<file path="src/rtl/bbox_scanner.sv">
// Raster-scans a WIDTH x HEIGHT pixel memory and reports the bounding box of
// every pixel passing a threshold test, with optional binary mask write-back.
module bbox_scanner #(
    parameter int WIDTH   = 160,
    parameter int HEIGHT  = 120,
    parameter int PIX_W   = 8,
    parameter int COORD_W = 11,
    parameter int ADDR_W  = 15,
    parameter int RD_LAT  = 1
) (
    input  logic               clk,
    input  logic               rst_n,
    input  logic               en,
    output logic               rdy,
    input  logic [PIX_W-1:0]   threshold,
    input  logic               mode,
    input  logic               mask_en,
    output logic [ADDR_W-1:0]  addr,
    input  logic [PIX_W-1:0]   rddata,
    output logic [ADDR_W-1:0]  mask_addr,
    output logic [7:0]         mask_data,
    output logic               mask_wren,
    output logic [COORD_W-1:0] xMin,
    output logic [COORD_W-1:0] xMax,
    output logic [COORD_W-1:0] yMin,
    output logic [COORD_W-1:0] yMax,
    output logic               found,
    output logic               done
);
    localparam logic [ADDR_W-1:0]  LAST_ADDR = ADDR_W'(WIDTH * HEIGHT - 1);
    localparam logic [COORD_W-1:0] X_LAST    = COORD_W'(WIDTH - 1);
    localparam logic [2:0]         DRAIN_END = 3'(RD_LAT - 1);

    typedef enum logic [1:0] {IDLE, SCAN, DRAIN, DONE} state_t;

    state_t                           state_q, state_d;
    logic [ADDR_W-1:0]                addr_q, addr_d;
    logic [COORD_W-1:0]               x_q, x_d, y_q, y_d;
    logic [2:0]                       drain_q, drain_d;
    logic [PIX_W-1:0]                 thr_q, thr_d;
    logic                             mode_q, mode_d, msk_q, msk_d;
    logic [RD_LAT-1:0]                vld_pipe_q, vld_pipe_d;
    logic [RD_LAT-1:0][COORD_W-1:0]   px_pipe_q, px_pipe_d, py_pipe_q, py_pipe_d;
    logic [RD_LAT-1:0][ADDR_W-1:0]    pa_pipe_q, pa_pipe_d;
    logic [COORD_W-1:0]               xlo_q, xlo_d, xhi_q, xhi_d, ylo_q, ylo_d, yhi_q, yhi_d;
    logic                             hit_q, hit_d;
    logic [COORD_W-1:0]               xmin_q, xmin_d, xmax_q, xmax_d, ymin_q, ymin_d, ymax_q, ymax_d;
    logic                             found_q, found_d, done_q, done_d;
    logic [ADDR_W-1:0]                maddr_q, maddr_d;
    logic [7:0]                       mdata_q, mdata_d;
    logic                             mwren_q, mwren_d;
    logic                             start, out_v, fg;
    logic [COORD_W-1:0]               ox, oy;

    assign rdy   = (state_q == IDLE) || (state_q == DONE);
    assign start = en && rdy;
    assign out_v = vld_pipe_q[RD_LAT-1];
    assign ox    = px_pipe_q[RD_LAT-1];
    assign oy    = py_pipe_q[RD_LAT-1];
    assign fg    = mode_q ? (rddata <= thr_q) : (rddata >= thr_q);

    always_comb begin
        state_d = state_q;  addr_d = addr_q;  x_d = x_q;  y_d = y_q;  drain_d = drain_q;
        thr_d = thr_q;  mode_d = mode_q;  msk_d = msk_q;
        xlo_d = xlo_q;  xhi_d = xhi_q;  ylo_d = ylo_q;  yhi_d = yhi_q;  hit_d = hit_q;
        xmin_d = xmin_q;  xmax_d = xmax_q;  ymin_d = ymin_q;  ymax_d = ymax_q;
        found_d = found_q;  done_d = 1'b0;
        maddr_d = maddr_q;  mdata_d = mdata_q;  mwren_d = 1'b0;

        // Coordinates and address travel with each read so the classifier
        // never has to reconstruct where a returning pixel came from.
        vld_pipe_d   = vld_pipe_q;
        px_pipe_d    = px_pipe_q;
        py_pipe_d    = py_pipe_q;
        pa_pipe_d    = pa_pipe_q;
        for (int i = RD_LAT - 1; i > 0; i--) begin
            vld_pipe_d[i] = vld_pipe_q[i-1];
            px_pipe_d[i]  = px_pipe_q[i-1];
            py_pipe_d[i]  = py_pipe_q[i-1];
            pa_pipe_d[i]  = pa_pipe_q[i-1];
        end
        vld_pipe_d[0] = (state_q == SCAN);
        px_pipe_d[0]  = x_q;
        py_pipe_d[0]  = y_q;
        pa_pipe_d[0]  = addr_q;

        if (out_v) begin
            if (fg) begin
                hit_d = 1'b1;
                if (ox < xlo_q) xlo_d = ox;
                if (ox > xhi_q) xhi_d = ox;
                if (oy < ylo_q) ylo_d = oy;
                if (oy > yhi_q) yhi_d = oy;
            end
            if (msk_q) begin
                mwren_d = 1'b1;
                maddr_d = pa_pipe_q[RD_LAT-1];
                mdata_d = fg ? 8'hFF : 8'h00;
            end
        end

        case (state_q)
            SCAN: begin
                if (addr_q == LAST_ADDR) begin
                    state_d = DRAIN;
                    drain_d = '0;
                end else begin
                    addr_d = addr_q + ADDR_W'(1);
                    if (x_q == X_LAST) begin
                        x_d = '0;
                        y_d = y_q + COORD_W'(1);
                    end else begin
                        x_d = x_q + COORD_W'(1);
                    end
                end
            end
            // The final pixel is classified on the same edge that publishes
            // the results, so the outputs take the next accumulator values.
            DRAIN: begin
                if (drain_q == DRAIN_END) begin
                    state_d = DONE;
                    done_d  = 1'b1;
                    found_d = hit_d;
                    xmin_d  = hit_d ? xlo_d : '0;
                    xmax_d  = hit_d ? xhi_d : '0;
                    ymin_d  = hit_d ? ylo_d : '0;
                    ymax_d  = hit_d ? yhi_d : '0;
                end else begin
                    drain_d = drain_q + 3'd1;
                end
            end
            DONE:    state_d = IDLE;
            default: state_d = IDLE;
        endcase

        if (start) begin
            state_d = SCAN;
            thr_d = threshold;  mode_d = mode;  msk_d = mask_en;
            xlo_d = '1;  ylo_d = '1;  xhi_d = '0;  yhi_d = '0;  hit_d = 1'b0;
            addr_d = '0;  x_d = '0;  y_d = '0;
        end
    end

    always_ff @(posedge clk or negedge rst_n) begin
        if (!rst_n) begin
            state_q <= IDLE;  addr_q <= '0;  x_q <= '0;  y_q <= '0;  drain_q <= '0;
            thr_q <= '0;  mode_q <= 1'b0;  msk_q <= 1'b0;
            vld_pipe_q <= '0;  px_pipe_q <= '0;  py_pipe_q <= '0;  pa_pipe_q <= '0;
            xlo_q <= '1;  xhi_q <= '0;  ylo_q <= '1;  yhi_q <= '0;  hit_q <= 1'b0;
            xmin_q <= '0;  xmax_q <= '0;  ymin_q <= '0;  ymax_q <= '0;
            found_q <= 1'b0;  done_q <= 1'b0;
            maddr_q <= '0;  mdata_q <= '0;  mwren_q <= 1'b0;
        end else begin
            state_q <= state_d;  addr_q <= addr_d;  x_q <= x_d;  y_q <= y_d;  drain_q <= drain_d;
            thr_q <= thr_d;  mode_q <= mode_d;  msk_q <= msk_d;
            vld_pipe_q <= vld_pipe_d;  px_pipe_q <= px_pipe_d;
            py_pipe_q <= py_pipe_d;    pa_pipe_q <= pa_pipe_d;
            xlo_q <= xlo_d;  xhi_q <= xhi_d;  ylo_q <= ylo_d;  yhi_q <= yhi_d;  hit_q <= hit_d;
            xmin_q <= xmin_d;  xmax_q <= xmax_d;  ymin_q <= ymin_d;  ymax_q <= ymax_d;
            found_q <= found_d;  done_q <= done_d;
            maddr_q <= maddr_d;  mdata_q <= mdata_d;  mwren_q <= mwren_d;
        end
    end

    assign addr      = addr_q;
    assign mask_addr = maddr_q;
    assign mask_data = mdata_q;
    assign mask_wren = mwren_q;
    assign xMin      = xmin_q;
    assign xMax      = xmax_q;
    assign yMin      = ymin_q;
    assign yMax      = ymax_q;
    assign found     = found_q;
    assign done      = done_q;
endmodule
</file>
<file path="config.mk">
export PLATFORM = sky130hd
export DESIGN_NAME = bbox_scanner
export DESIGN_NICKNAME = d
export VERILOG_FILES = /design/src/rtl/bbox_scanner.sv
export SDC_FILE = /design/constraint.sdc
export NUM_CORES = 1
export LEC_CHECK = 0
export ABC_CLOCK_PERIOD_IN_PS = 7200
export BUFFER_PORTS_ARGS = -buffer_cell sky130_fd_sc_hd__buf_2
export CAP_MARGIN = 15
export CORE_AREA = 5 5 96 188
export CTS_CLUSTER_SIZE = 14
export DETAILED_ROUTE_END_ITERATION = 16
export DIE_AREA = 0 0 101 193
export MAX_ROUTING_LAYER = met4
export PLACE_DENSITY = 0.73
export SLEW_MARGIN = 20
export SYNTH_ARGS = -nofsm -noshare
export SYNTH_HDL_FRONTEND = slang
export SYNTH_SLANG_ARGS = --single-unit
export TNS_END_PERCENT = 100
</file>
<file path="constraint.sdc">
create_clock -name clk -period 7.2 [get_ports clk]
set_clock_uncertainty 0.05 [all_clocks]
set_input_delay 0 -clock clk [delete_from_list [all_inputs] [get_ports clk]]
set_output_delay 0 -clock clk [all_outputs]
set_load 0.005 [all_outputs]
</file>
==> summary.md <==
| Metric | Value |
|---|---|
| Crit start category | `flop` |
| R2R Path End | `py_pipe_d[10]` |
| Total CTS buffers | `17` |
| Clock sink total | `198` |
| Slew Limit Fails | `0` |
| Area delta synth->final | `16.1%` |
| Reg2reg start | `state_q[1]` |
| Ys async rst share | `1.00` |
| Failing checks | `negative hold slack` |
| Max Cap Viol | `0` |
| R2r setup slk | `approximately 4.0 ns` |
| Tot GR Track Use | `0.208` |
| Crit end category | `flop` |
| H-tree Lvls | `4` |
| P_leak | `0.00501 µW` |
| Final hold vios | `12` |
| Setup_tns | `0 ns` |
| Fin crit period | `3.21 ns` |
| Vias in the first global route | `6395` |
| Nets | `1016` |
| Sequential element share of the synthesized area | `0.562` |
| Crit path max fanout | `42` |
| Wire per inst | `16.0 µm` |
| Synth area leader | `dfrtp_1` |
| Clk pin slew, worst setup/hold paths | `0.07 ns` |
| Worst slew pin tran | `1.06 ns` |
| Endpoints failing setup | `0` |
| Synth top area share | `0.497` |
| Worst R2R Path Depth | `8` |
| Drt total wl | `roughly 18000 µm` |
| I/O Buffers | `106` |
| Antenna violations before repair | `0` |
| ANT cells | `0` |
| Core area | `16500 µm²` |
| Syn Inst Count | `828` |
| Share of cells above drive strength 1 | `0.204` |
| Via count | `around 6200` |
| Fin Hold WS | `-0.0162 ns` |
| Pwr Density | `204 nW/µm²` |
| Rows | `67` |
| Drt pass-1 iters | `4` |
| Post-Syn Nets | `907` |
| Area of the mapped netlist | `8860 µm²` |
| Most frequent cells in the layout | `176 x dfrtp_1, 121 x nand2_1, 105 x buf_2, 65 x nor2_1, 62 x o21ai_0` |
| Antenna Nets Post-Route | `0` |
| Chip width | `101 µm` |
| Drc violations | `0` |
| First-pass GRT wire length | `31100 µm` |
| RSZ-0062 raised after global routing | `no` |
| CTS tree | `built` |
| CP Class | `reg2reg` |
| Max IR drop VDD | `0.000159 V` |
| # resized after CTS | `0` |
| HPWL Detailed | `12800 µm` |
| Initial Util | `0.536` |
| Yosys warns | `0` |
| Largest net degree at the start of global routing | `roughly 130` |
| Root Buffer | `clkbuf_16` |
| Final RePlAce weighted congestion | `between 0.8 and 0.9` |
| Yosys cell types | `50` |
| Worst EP arrival | `3.46 ns` |
| Hold Crit Class | `in2async` |
| Main flop type after synthesis | `dfrtp_1` |
| Critical path data required time | `~7.5 ns` |
| DR iter-0 viols | `just over 200` |
| Vias per cell | `~5.3` |
| Finished Core Util | `0.623` |
| Die Y | `between 150 and 200 µm` |
| Worst relative slew slack | `0.293` |
| Post-synth EDFFs | `0` |
| I/O pins | `107` |
| Synth top area cells | `dfrtp_1 50%, ha_1 8.2%, dfstp_2 6.5%` |
| Outcome | `finished, violations left` |
| Commonest non-fill, non-tap cell in the layout | `dfrtp_1` |
| Clk_lat worst skew | `0.44 ns` |
| Tcrit/Tclk final | `0.446` |
| CTS max path bufs | `2` |
| Number of synthesized register bits | `198` |
| Global route total overflow | `0` |
| Avg Cell Area, Syn | `roughly 11 µm²` |
| Die area | `between 15000 and 20000 µm²` |
| Fmax | `roughly 310 MHz` |
[cells in the mapped netlist (all sizes together) (8+ instances only)]
master,instances
ha,58
dfrtp,176
nand3,26
nand4,12
clkbuf,19
dfstp,22
and3,8
o21ai,80
inv,60
buf,15
nor2,66
nor3,12
mux2i,44
mux2,15
a21oi,30
xor2,16
nand2,121
[kinds of logic after synthesis]
group           Yosys count  synth area share
buf+inv                  94            0.0453
mux                      59            0.0688
xor+xnor                 23            0.0227
flops                   198             0.562
fa+ha+maj                58            0.0819
simple gates            267             0.136
compound gates          129            0.0832
[power by group]
group / switching (µW) / internal (µW) / total, µW
sequential: 0.0759 / 1110 / 1110
clock: 424 / 522 / 946
combinational: 25.6 / 12.3 / 37.9
total: 450 / 1650 / 2100
[sequential cells by signal (all words and copies together) (netlist names), 11 cells and up]
name and count:
addr 15, mask_addr 15, pa_pipe_q 15, ox 11, oy 11, px_pipe_d 11, py_pipe_d 11, xMax 11
xMin 11, xhi_q 11, xlo_q 11, yMax 11, yMin 11, yhi_q 11, ylo_q 11
[area by class of cell]
cell class | count | area (µm²)
Inverter | 60 | 225
Clock inverter | 11 | 115
Fill cell | 1310 | 6230
Tap cell | 207 | 259
Sequential cell | 198 | 4980
Clock buffer | 21 | 480
Timing Repair Buffer | 124 | 724
Multi-Input combinational cell | 536 | 3500
[worst max-delay path, cell delays in order (launching register included)]
cell	delay, ns
dfrtp_1	0.41
ha_1	0.39
and2_2	0.54
buf_4	0.51
a41oi_1	0.24
nor3_1	0.54
nand3_1	0.17
xor2_1	0.17
nor2_1	0.06
[what timing repair did]
| item | 4_1_cts | 5_1_grt |
|---|---|---|
| hold buffers | 12 | 0 |
| setup buffers | 0 | 0 |
| endpoints found under the hold margin | 124 | 0 |
| setup endpoints to repair | 0 | 0 |
[per-stage QoR]
stage                     cell area [µm²]  std cells  power (µW)  setup slack, ns
after floorplan                      8860        828        1140             4.85
after global placement               9530       1112        1170             4.10
after detailed placement             9530       1112        1170             3.99
after CTS                           10200       1156        2120             3.93
after global routing                10300       1157        2170             3.62
final                               10300       1157        2100             3.99
[worst max-delay path by stage]
stage | cells after the start | startpoint | slack [ns] | to
after CTS | 8 | state_q[1] | 3.93 | py_pipe_d[10]
after global placement | 9 | state_q[0] | 4.10 | addr[14]
final | 8 | state_q[1] | 3.99 | py_pipe_d[10]
after global routing | 9 | state_q[0] | 3.62 | py_pipe_d[10]
after floorplan | 10 | thr_q[1] | 4.85 | xMax[0]
after detailed placement | 8 | state_q[1] | 3.99 | py_pipe_d[10]
[metal layers]
| metal | part of all wire | global-route usage |
|---|---|---|
| met1 | 0.42 | 0.252 |
| met2 | 0.52 | 0.349 |
| met3 | 0.034 | 0.0389 |
| met4 | 0.021 | 0.0717 |
| met5 | 0 | - |
(Power assumes the default switching activity.)
